--- src/rtl/xadc_averager_if.sv ---
// ----------------------------------------------------------------------------
// xadc_averager_if : BRAM read port and AXI4-Stream result bus of xadc_averager
// Rev 1.0
// ----------------------------------------------------------------------------
`default_nettype none

interface xadc_averager_if;
  logic        bram_porta_clk;
  logic        bram_porta_rst;
  logic        bram_porta_en;
  logic [4:0]  bram_porta_addr;
  logic [15:0] bram_porta_rddata;
  logic [31:0] m_axis_tdata;
  logic        m_axis_tvalid;
  logic        m_axis_tready;

  modport master (
    output bram_porta_clk,
    output bram_porta_rst,
    output bram_porta_en,
    output bram_porta_addr,
    input  bram_porta_rddata,
    output m_axis_tdata,
    output m_axis_tvalid,
    input  m_axis_tready
  );

  modport slave (
    input  bram_porta_clk,
    input  bram_porta_rst,
    input  bram_porta_en,
    input  bram_porta_addr,
    output bram_porta_rddata,
    input  m_axis_tdata,
    input  m_axis_tvalid,
    output m_axis_tready
  );
endinterface

`default_nettype wire

--- src/rtl/xadc_averager.sv ---
// ----------------------------------------------------------------------------
// xadc_averager : polls XADC snapshot BRAM, averages 2^log2 scans per address
// Rev 1.0
// ----------------------------------------------------------------------------
`default_nettype none

module xadc_averager #(
  parameter int CNTR_WIDTH = 32,
  parameter int AVG_MAX    = 8
) (
  input  wire logic                  aclk,
  input  wire logic                  arst,
  input  wire logic [31:0]           cfg_mask,
  input  wire logic [CNTR_WIDTH-1:0] cfg_period,
  input  wire logic [3:0]            cfg_log2,
  output logic                       sts_overrun,
  xadc_averager_if.master            bus
);

  localparam int              c_acc_w   = 16 + AVG_MAX;
  localparam logic [3:0]      c_avg_max = 4'(AVG_MAX);
  localparam logic [AVG_MAX:0] c_one    = (AVG_MAX+1)'(1);

  typedef enum logic [1:0] {
    S_IDLE  = 2'd0,
    S_SCAN  = 2'd1,
    S_DRAIN = 2'd2,
    S_DUMP  = 2'd3
  } state_t;

  state_t                r_state;
  state_t                w_state_nxt;
  logic [CNTR_WIDTH-1:0] r_cnt;
  logic [CNTR_WIDTH:0]   w_cnt_inc;
  logic                  w_tick;
  logic [4:0]            r_addr;
  logic [4:0]            w_addr_nxt;
  logic [AVG_MAX-1:0]    r_pass;
  logic [AVG_MAX-1:0]    w_pass_nxt;
  logic [31:0]           r_mask;
  logic [3:0]            r_log2;
  logic [3:0]            w_log2_clamped;
  logic                  w_snap;
  logic                  w_pass_last;
  logic [AVG_MAX:0]      w_pass_tgt;
  logic                  w_en;
  logic                  w_tvalid;
  logic                  r_overrun;
  logic                  r_vld_d;
  logic [4:0]            r_addr_d;
  logic                  r_first_d;
  logic [c_acc_w-1:0]    r_acc [32];
  logic [c_acc_w-1:0]    w_acc_base;
  logic [c_acc_w-1:0]    w_acc_sel;
  logic [15:0]           w_avg;

  // Wide increment so a cfg_period at the counter's full range still compares correctly.
  assign w_cnt_inc      = {1'b0, r_cnt} + 1'b1;
  assign w_tick         = (w_cnt_inc >= {1'b0, cfg_period});
  assign w_log2_clamped = (cfg_log2 > c_avg_max) ? c_avg_max : cfg_log2;
  assign w_pass_tgt     = (c_one << r_log2) - c_one;
  assign w_pass_last    = ({1'b0, r_pass} == w_pass_tgt);

  always_ff @(posedge aclk) begin
    if (arst) begin
      r_cnt <= '0;
    end else if (w_tick) begin
      r_cnt <= '0;
    end else begin
      r_cnt <= w_cnt_inc[CNTR_WIDTH-1:0];
    end
  end

  always_comb begin
    w_state_nxt = r_state;
    w_addr_nxt  = r_addr;
    w_pass_nxt  = r_pass;
    w_snap      = 1'b0;
    w_en        = 1'b0;
    w_tvalid    = 1'b0;
    case (r_state)
      S_IDLE: begin
        w_snap = (r_pass == '0);
        if (w_tick) begin
          w_state_nxt = S_SCAN;
          w_addr_nxt  = 5'd0;
        end
      end
      S_SCAN: begin
        w_en       = r_mask[r_addr];
        w_addr_nxt = r_addr + 5'd1;
        if (r_addr == 5'd31) begin
          w_state_nxt = S_DRAIN;
        end
      end
      S_DRAIN: begin
        w_addr_nxt = 5'd0;
        if (w_pass_last) begin
          w_state_nxt = S_DUMP;
        end else begin
          w_pass_nxt  = r_pass + 1'b1;
          w_state_nxt = S_IDLE;
        end
      end
      S_DUMP: begin
        // Disabled addresses are skipped without a beat.
        w_tvalid = r_mask[r_addr];
        if (!r_mask[r_addr] || bus.m_axis_tready) begin
          w_addr_nxt = r_addr + 5'd1;
          if (r_addr == 5'd31) begin
            w_pass_nxt  = '0;
            w_state_nxt = S_IDLE;
          end
        end
      end
      default: begin
        w_state_nxt = S_IDLE;
      end
    endcase
  end

  always_ff @(posedge aclk) begin
    if (arst) begin
      r_state <= S_IDLE;
      r_addr  <= '0;
      r_pass  <= '0;
      r_mask  <= '0;
      r_log2  <= '0;
    end else begin
      r_state <= w_state_nxt;
      r_addr  <= w_addr_nxt;
      r_pass  <= w_pass_nxt;
      if (w_snap) begin
        r_mask <= cfg_mask;
        r_log2 <= w_log2_clamped;
      end
    end
  end

  always_ff @(posedge aclk) begin
    if (arst) begin
      r_overrun <= 1'b0;
    end else if (w_tick && (r_state != S_IDLE)) begin
      r_overrun <= 1'b1;
    end
  end

  // Read data returns one cycle after en; address and first-pass flag travel with it.
  always_ff @(posedge aclk) begin
    if (arst) begin
      r_vld_d   <= 1'b0;
      r_addr_d  <= '0;
      r_first_d <= 1'b0;
    end else begin
      r_vld_d   <= w_en;
      r_addr_d  <= r_addr;
      r_first_d <= (r_pass == '0);
    end
  end

  assign w_acc_base = r_first_d ? '0 : r_acc[r_addr_d];

  // The first pass of a block overwrites, so the array needs no reset.
  always_ff @(posedge aclk) begin
    if (r_vld_d) begin
      r_acc[r_addr_d] <= w_acc_base + {{AVG_MAX{1'b0}}, bus.bram_porta_rddata};
    end
  end

  assign w_acc_sel = r_acc[r_addr];
  assign w_avg     = 16'(w_acc_sel >> r_log2);

  assign bus.bram_porta_clk  = aclk;
  assign bus.bram_porta_rst  = arst;
  assign bus.bram_porta_en   = w_en;
  assign bus.bram_porta_addr = r_addr;
  assign bus.m_axis_tvalid   = w_tvalid;
  assign bus.m_axis_tdata    = w_tvalid ? {11'd0, r_addr, w_avg} : 32'd0;
  assign sts_overrun         = r_overrun;

endmodule

`default_nettype wire

--- src/flat_wrapper.sv ---
// flat-port wrapper written by rule: the top's interface ports become plain ports
module xadc_averager_flat 
#(
  parameter int CNTR_WIDTH = 32,
  parameter int AVG_MAX    = 8
)
  (aclk, arst, cfg_mask, cfg_period, cfg_log2, sts_overrun, bus_bram_porta_clk, bus_bram_porta_rst, bus_bram_porta_en, bus_bram_porta_addr, bus_bram_porta_rddata, bus_m_axis_tdata, bus_m_axis_tvalid, bus_m_axis_tready);
  xadc_averager_if bus_i ();
  input  wire logic aclk;
  input  wire logic arst;
  input  wire logic [31:0] cfg_mask;
  input  wire logic [CNTR_WIDTH-1:0] cfg_period;
  input  wire logic [3:0] cfg_log2;
  output logic sts_overrun;
  output wire logic [$bits(bus_i.bram_porta_clk)-1:0] bus_bram_porta_clk;
  output wire logic [$bits(bus_i.bram_porta_rst)-1:0] bus_bram_porta_rst;
  output wire logic [$bits(bus_i.bram_porta_en)-1:0] bus_bram_porta_en;
  output wire logic [$bits(bus_i.bram_porta_addr)-1:0] bus_bram_porta_addr;
  input wire logic [$bits(bus_i.bram_porta_rddata)-1:0] bus_bram_porta_rddata;
  output wire logic [$bits(bus_i.m_axis_tdata)-1:0] bus_m_axis_tdata;
  output wire logic [$bits(bus_i.m_axis_tvalid)-1:0] bus_m_axis_tvalid;
  input wire logic [$bits(bus_i.m_axis_tready)-1:0] bus_m_axis_tready;
  assign bus_bram_porta_clk = bus_i.bram_porta_clk;
  assign bus_bram_porta_rst = bus_i.bram_porta_rst;
  assign bus_bram_porta_en = bus_i.bram_porta_en;
  assign bus_bram_porta_addr = bus_i.bram_porta_addr;
  assign bus_i.bram_porta_rddata = bus_bram_porta_rddata;
  assign bus_m_axis_tdata = bus_i.m_axis_tdata;
  assign bus_m_axis_tvalid = bus_i.m_axis_tvalid;
  assign bus_i.m_axis_tready = bus_m_axis_tready;
  xadc_averager #(.CNTR_WIDTH(CNTR_WIDTH), .AVG_MAX(AVG_MAX)) u_core (.aclk(aclk), .arst(arst), .cfg_mask(cfg_mask), .cfg_period(cfg_period), .cfg_log2(cfg_log2), .sts_overrun(sts_overrun), .bus(bus_i));
endmodule
--- config.mk ---
export PLATFORM = sky130hd
export DESIGN_NAME = xadc_averager_flat
export DESIGN_NICKNAME = d
export VERILOG_FILES = /design/src/rtl/xadc_averager_if.sv /design/src/rtl/xadc_averager.sv /design/src/flat_wrapper.sv
export SDC_FILE = /design/constraint.sdc
export NUM_CORES = 1
export LEC_CHECK = 0
export ABC_CLOCK_PERIOD_IN_PS = 8230
export BUFFER_PORTS_ARGS = -buffer_cell sky130_fd_sc_hd__buf_4
export CORE_AREA = 2 2 309 311
export CTS_BUF_LIST = sky130_fd_sc_hd__clkbuf_8
export DETAILED_ROUTE_END_ITERATION = 10
export DIE_AREA = 0 0 311 313
export GPL_ROUTABILITY_DRIVEN = 0
export PLACE_DENSITY = 0.67
export SLEW_MARGIN = 30
export SYNTH_ARGS = -nofsm -noshare
export SYNTH_HDL_FRONTEND = slang
export SYNTH_SLANG_ARGS = --single-unit
--- constraint.sdc ---
create_clock -name aclk -period 8.23 [get_ports aclk]
set_input_delay 1.646 -clock aclk [delete_from_list [all_inputs] [get_ports aclk]]
set_output_delay 1.646 -clock aclk [all_outputs]
set_load 0.05 [all_outputs]
-- Yosys cells after proc, flatten, opt, wreduce, memory -nomap -nowiden
Memories as Yosys holds them, arrays and structs flattened. A register that Yosys moved wholly into a read port is not among the register bits.
Index checks and enable logic that the tools add are counted.
- register bits after elaboration: 91
- latch bits: 0
- memory bits (writable): 768
- ROM bits: 0
- bits of input ports: 87
- word-level logic and storage cells: 68
- memories kept: 1
- memories (name ; depth ; bits a word ; read ports ; clocked after Yosys merged registers in ; wr ports ; line ; source):
    u_core.r_acc ; 32 ; 24 ; 2 ; 2 ; 1 ; xadc_averager.sv:52 ; logic [c_acc_w-1:0] r_acc [32];
- add/subtract/negate cells: 5
- multipliers: 0
- div/mod/pow operators: 0
- $lt $le $gt $ge: 3
- equal/unequal tests: 10
- shifts and indexed selects: 2
- mux-type cells: 26
- bitwise logic cells: 0
- reductions and logical operators: 11
- operators by type and width (cell ; number):
    $add A32 B1 Y33 const B ; 1
    $ge A33 B32 Y1 ; 1
    $mux W5 ; 5
    $add A24 B16 Y24 ; 1
    $mux W24 ; 1
    $mux W8 ; 3
    $shr A24 B4 Y16 ; 1
    $mux W21 ; 1
    $pmux W5 S4 ; 1
    $pmux W8 S2 ; 1
    $mux W2 ; 5
    $eq A8 B9 Y1 ; 1
    $shl A1 B4 Y9 const A ; 1
    $sub A9 B1 Y9 const B ; 1
    $add A8 B1 Y8 const B ; 1
    $logic_not A8 Y1 ; 1
    $ne A2 B1 Y1 const B ; 4
    $pmux W2 S4 ; 1
    $reduce_and A4 Y1 ; 2
    $lt A5 B6 Y1 const B ; 1
    $mux W1 ; 6
    $add A5 B1 Y5 const B ; 1
    $bmux W1 S5 ; 1
    $eq A5 B5 Y1 const B ; 1
    other kinds (12) ; 14

-- Longest topological paths before layout
- word-level depth: 8
- depth in mapped cells: 18

==> results.cfg <==
[drt]
highest-signal-layer = met4
num_vias = 27600
ant_nets = 0
dr_wl_met2_um = 61000
remaining_drc_errors = 0
wl_um = 133000
wl_per_cell_um = 32.1
first_pass_iters = 6
first_iter_violations = 4097
wl_met3_um = 17100
wl_met1_um = 47100
viasPerCell = 6.67

[flow_run]
max_cap_violations = 0

[power_and_ir_drop]
p_leak_nw = 15.2
seq_power_share_pct = 55.2
p_per_area_nw_per_um2 = 185
pwr-share-comb_pct = 3.4
clock_power_share_pct = 41.4
swShare_pct = 22.8
total_power_mw = 8.80
internal_power_mw = 6.80
vdd_ir_drop_max_mv = 0.173
p_sw_mw = 2.01

[timing]
clock_skew_ps = 40.1
final.setup.tns_ps = 0
max_freq_mhz = 149
timing_max_transition_violations_final = 0
worst_slew_pin_slew_ps = 1130
setup_slack_ps = 1500
maxSlewHeadroom_pct = 24.5
period_needed_ps = 6730
fin_crit_sh_pct = 81.7
final-setup-viol-count = 0
finalHoldViolCount = 0
grt_setup_unrepaired = no

[cells_and_area]
n_fill_cell = 7657
nNetsFinal = 2897
drive_gt1_share_pct = 29.0
utilization_pct = 50.5
syn_to_final_growth_pct = 12.9

[placement]
pre_cts_ws_ps = 2150
io_buffers = 117
dp_hpwl_um = 80300

[synth]
synth_cells = 2600
synth_cell_type_count = 72
synthTopCellsByArea = edfxtp_1 (55%), mux4_2 (19%), dfxtp_1 (4.6%), mux2i_1 (2.7%), a22oi_1 (2.5%)
ys_ff_latch = 864
synth_edf_count = 768
synth_warnings = 0
yosys_most_used_dff = edfxtp_1
synth_common_cells = edfxtp_1 (768), mux4_2 (354), a22oi_1 (138)
yosysSeqAreaShare_pct = 59.4
synth_top_area_cell = edfxtp_1
synth_area_sq_um = 42100
ys_async_sr_fraction_pct = 0
yosys.cell_count.top_type = edfxtp_1
synth_top_area_share_pct = 54.8
syn_avg_cell_area_sq_um = 16.2

[setup_path]
r2r_cells = 13
rr_startpoint = u_core.r_addr_d[1]$_SDFF_PP0_
path_class = register to output port
critical_path.max_fanout = 14
end_kind = output port
cp.required_ps = 6580
crit_arrival_ps = 5080
critPathLaunchType = register

[cts]
cts.reportedPaths.clkPinSlew_ps = 60
hold_buffers = 0
cts_setup_buffers = 0
tritoncts = built
cts_resized = 0
insertion_delay_ps = 930

[worst_hold_path]
min-delay-start = u_core.sts_overrun$_SDFFE_PP0P_
holdPathStages = 2
hold_path_class = register to register

[floorplanning]
die_w_um = 311
core_sq_um = 94200
initial_utilization_pct = 44.7
rows = 113
die_height_um = 313
io_pins = 129
dieArea_sq_um = 97300

[run_status]
status = finished, final reports clean

[global_route]
globalRouteOverflowTotal = 0
globalRouteTotalUtil_pct = 27.1
grt_antenna_before_repair = 2
grt_max_degree = 122
grt_pass1_vias = 27600
grt_pass1_wl_um = 191000
-- area by class of cell --
type	instances	area [sq um]	area share, %
Antenna cell	1	2.50	0.00527
Clock buffer	150	2060	4.33
Clock inverter	108	623	1.31
Inverter	58	218	0.458
Multi-Input combinational cell	1490	16400	34.6
Sequential cell	864	25000	52.6
Tap cell	1265	1580	3.33
Timing Repair Buffer	195	1600	3.37
-- stage by stage --
step | hold slack, ps | instance area, sq um | instances
2_1_floorplan | 432 | 42100 | 2610
3_3_place_gp | 439 | 44600 | 3870
3_5_place_dp | 441 | 44800 | 3872
4_1_cts | 448 | 47500 | 4129
5_1_grt | 469 | 47500 | 4131
6_report | 446 | 47500 | 4131
-- power groups by stage --
stage | Clock (mW) | Sequential (mW) | Combinational [mW]
floorplan | 0.0262 | 4.95 | 0.178
global placement | 0.0262 | 4.95 | 0.277
detailed placement | 0.0262 | 4.95 | 0.300
CTS | 3.68 | 4.86 | 0.300
global route | 3.87 | 4.85 | 0.332
finish | 3.64 | 4.86 | 0.303
-- placed cells by master, fill, tap and decap left out, types with 70 or more instances in the layout --
cell      count
edfxtp_1    768
mux4_2      354
buf_4       187
clkbuf_8    149
a22oi_1     138
nand2_1     122
mux2i_1     115
inv_1       102
dfxtp_1      89
a21oi_1      70
-- state kept, by name, indices dropped and copies added, names as in the netlist, named ones only --
name,count
u_core.r_first_d,1
u_core.r_mask,32
u_core.r_state,2
u_core.r_acc,768
u_core.r_log2,4
u_core.r_cnt,32
u_core.r_addr_d,5
u_core.sts_overrun,1
u_core.r_pass,8
u_core.bus.bram_porta_addr,5
u_core.r_vld_d,1
-- metal layers --
metal / global-route usage (%) / up-vias
met5: 0 / -
met3: 8.17 / 429
met4: 14.3 / 0
li1: - / 11000
met2: 41.9 / 2092
met1: 34.7 / 14000
-- kinds of logic after synthesis --
group           Yosys count  synth area share (%)
fa+ha+maj                55                  1.65
compound gates          414                  6.77
buf+inv                 256                  2.83
xor+xnor                 62                  1.29
simple gates            456                  5.55
flops                   864                  59.4
other cells               1               0.00891
mux                     492                  22.5
-- worst max-delay path, stage by stage (launching register included) --
cell,delay [ps]
dfxtp_1,680
buf_4,380
nand2b_1,660
a221oi_1,510
o21ai_0,210
and4_1,280
mux4_2,500
nand2_1,80
o21ai_0,150
a211oi_1,400
buf_4,270
-- worst paths after layout --
path                                      to  slack [ps]
max                     bus_m_axis_tdata[10]        1500
min          u_core.sts_overrun$_SDFFE_PP0P_         450
max reg2reg    u_core.r_acc[5][23]$_DFFE_PP_        1900
min reg2reg  u_core.sts_overrun$_SDFFE_PP0P_         450
(Power assumes the default switching activity.)
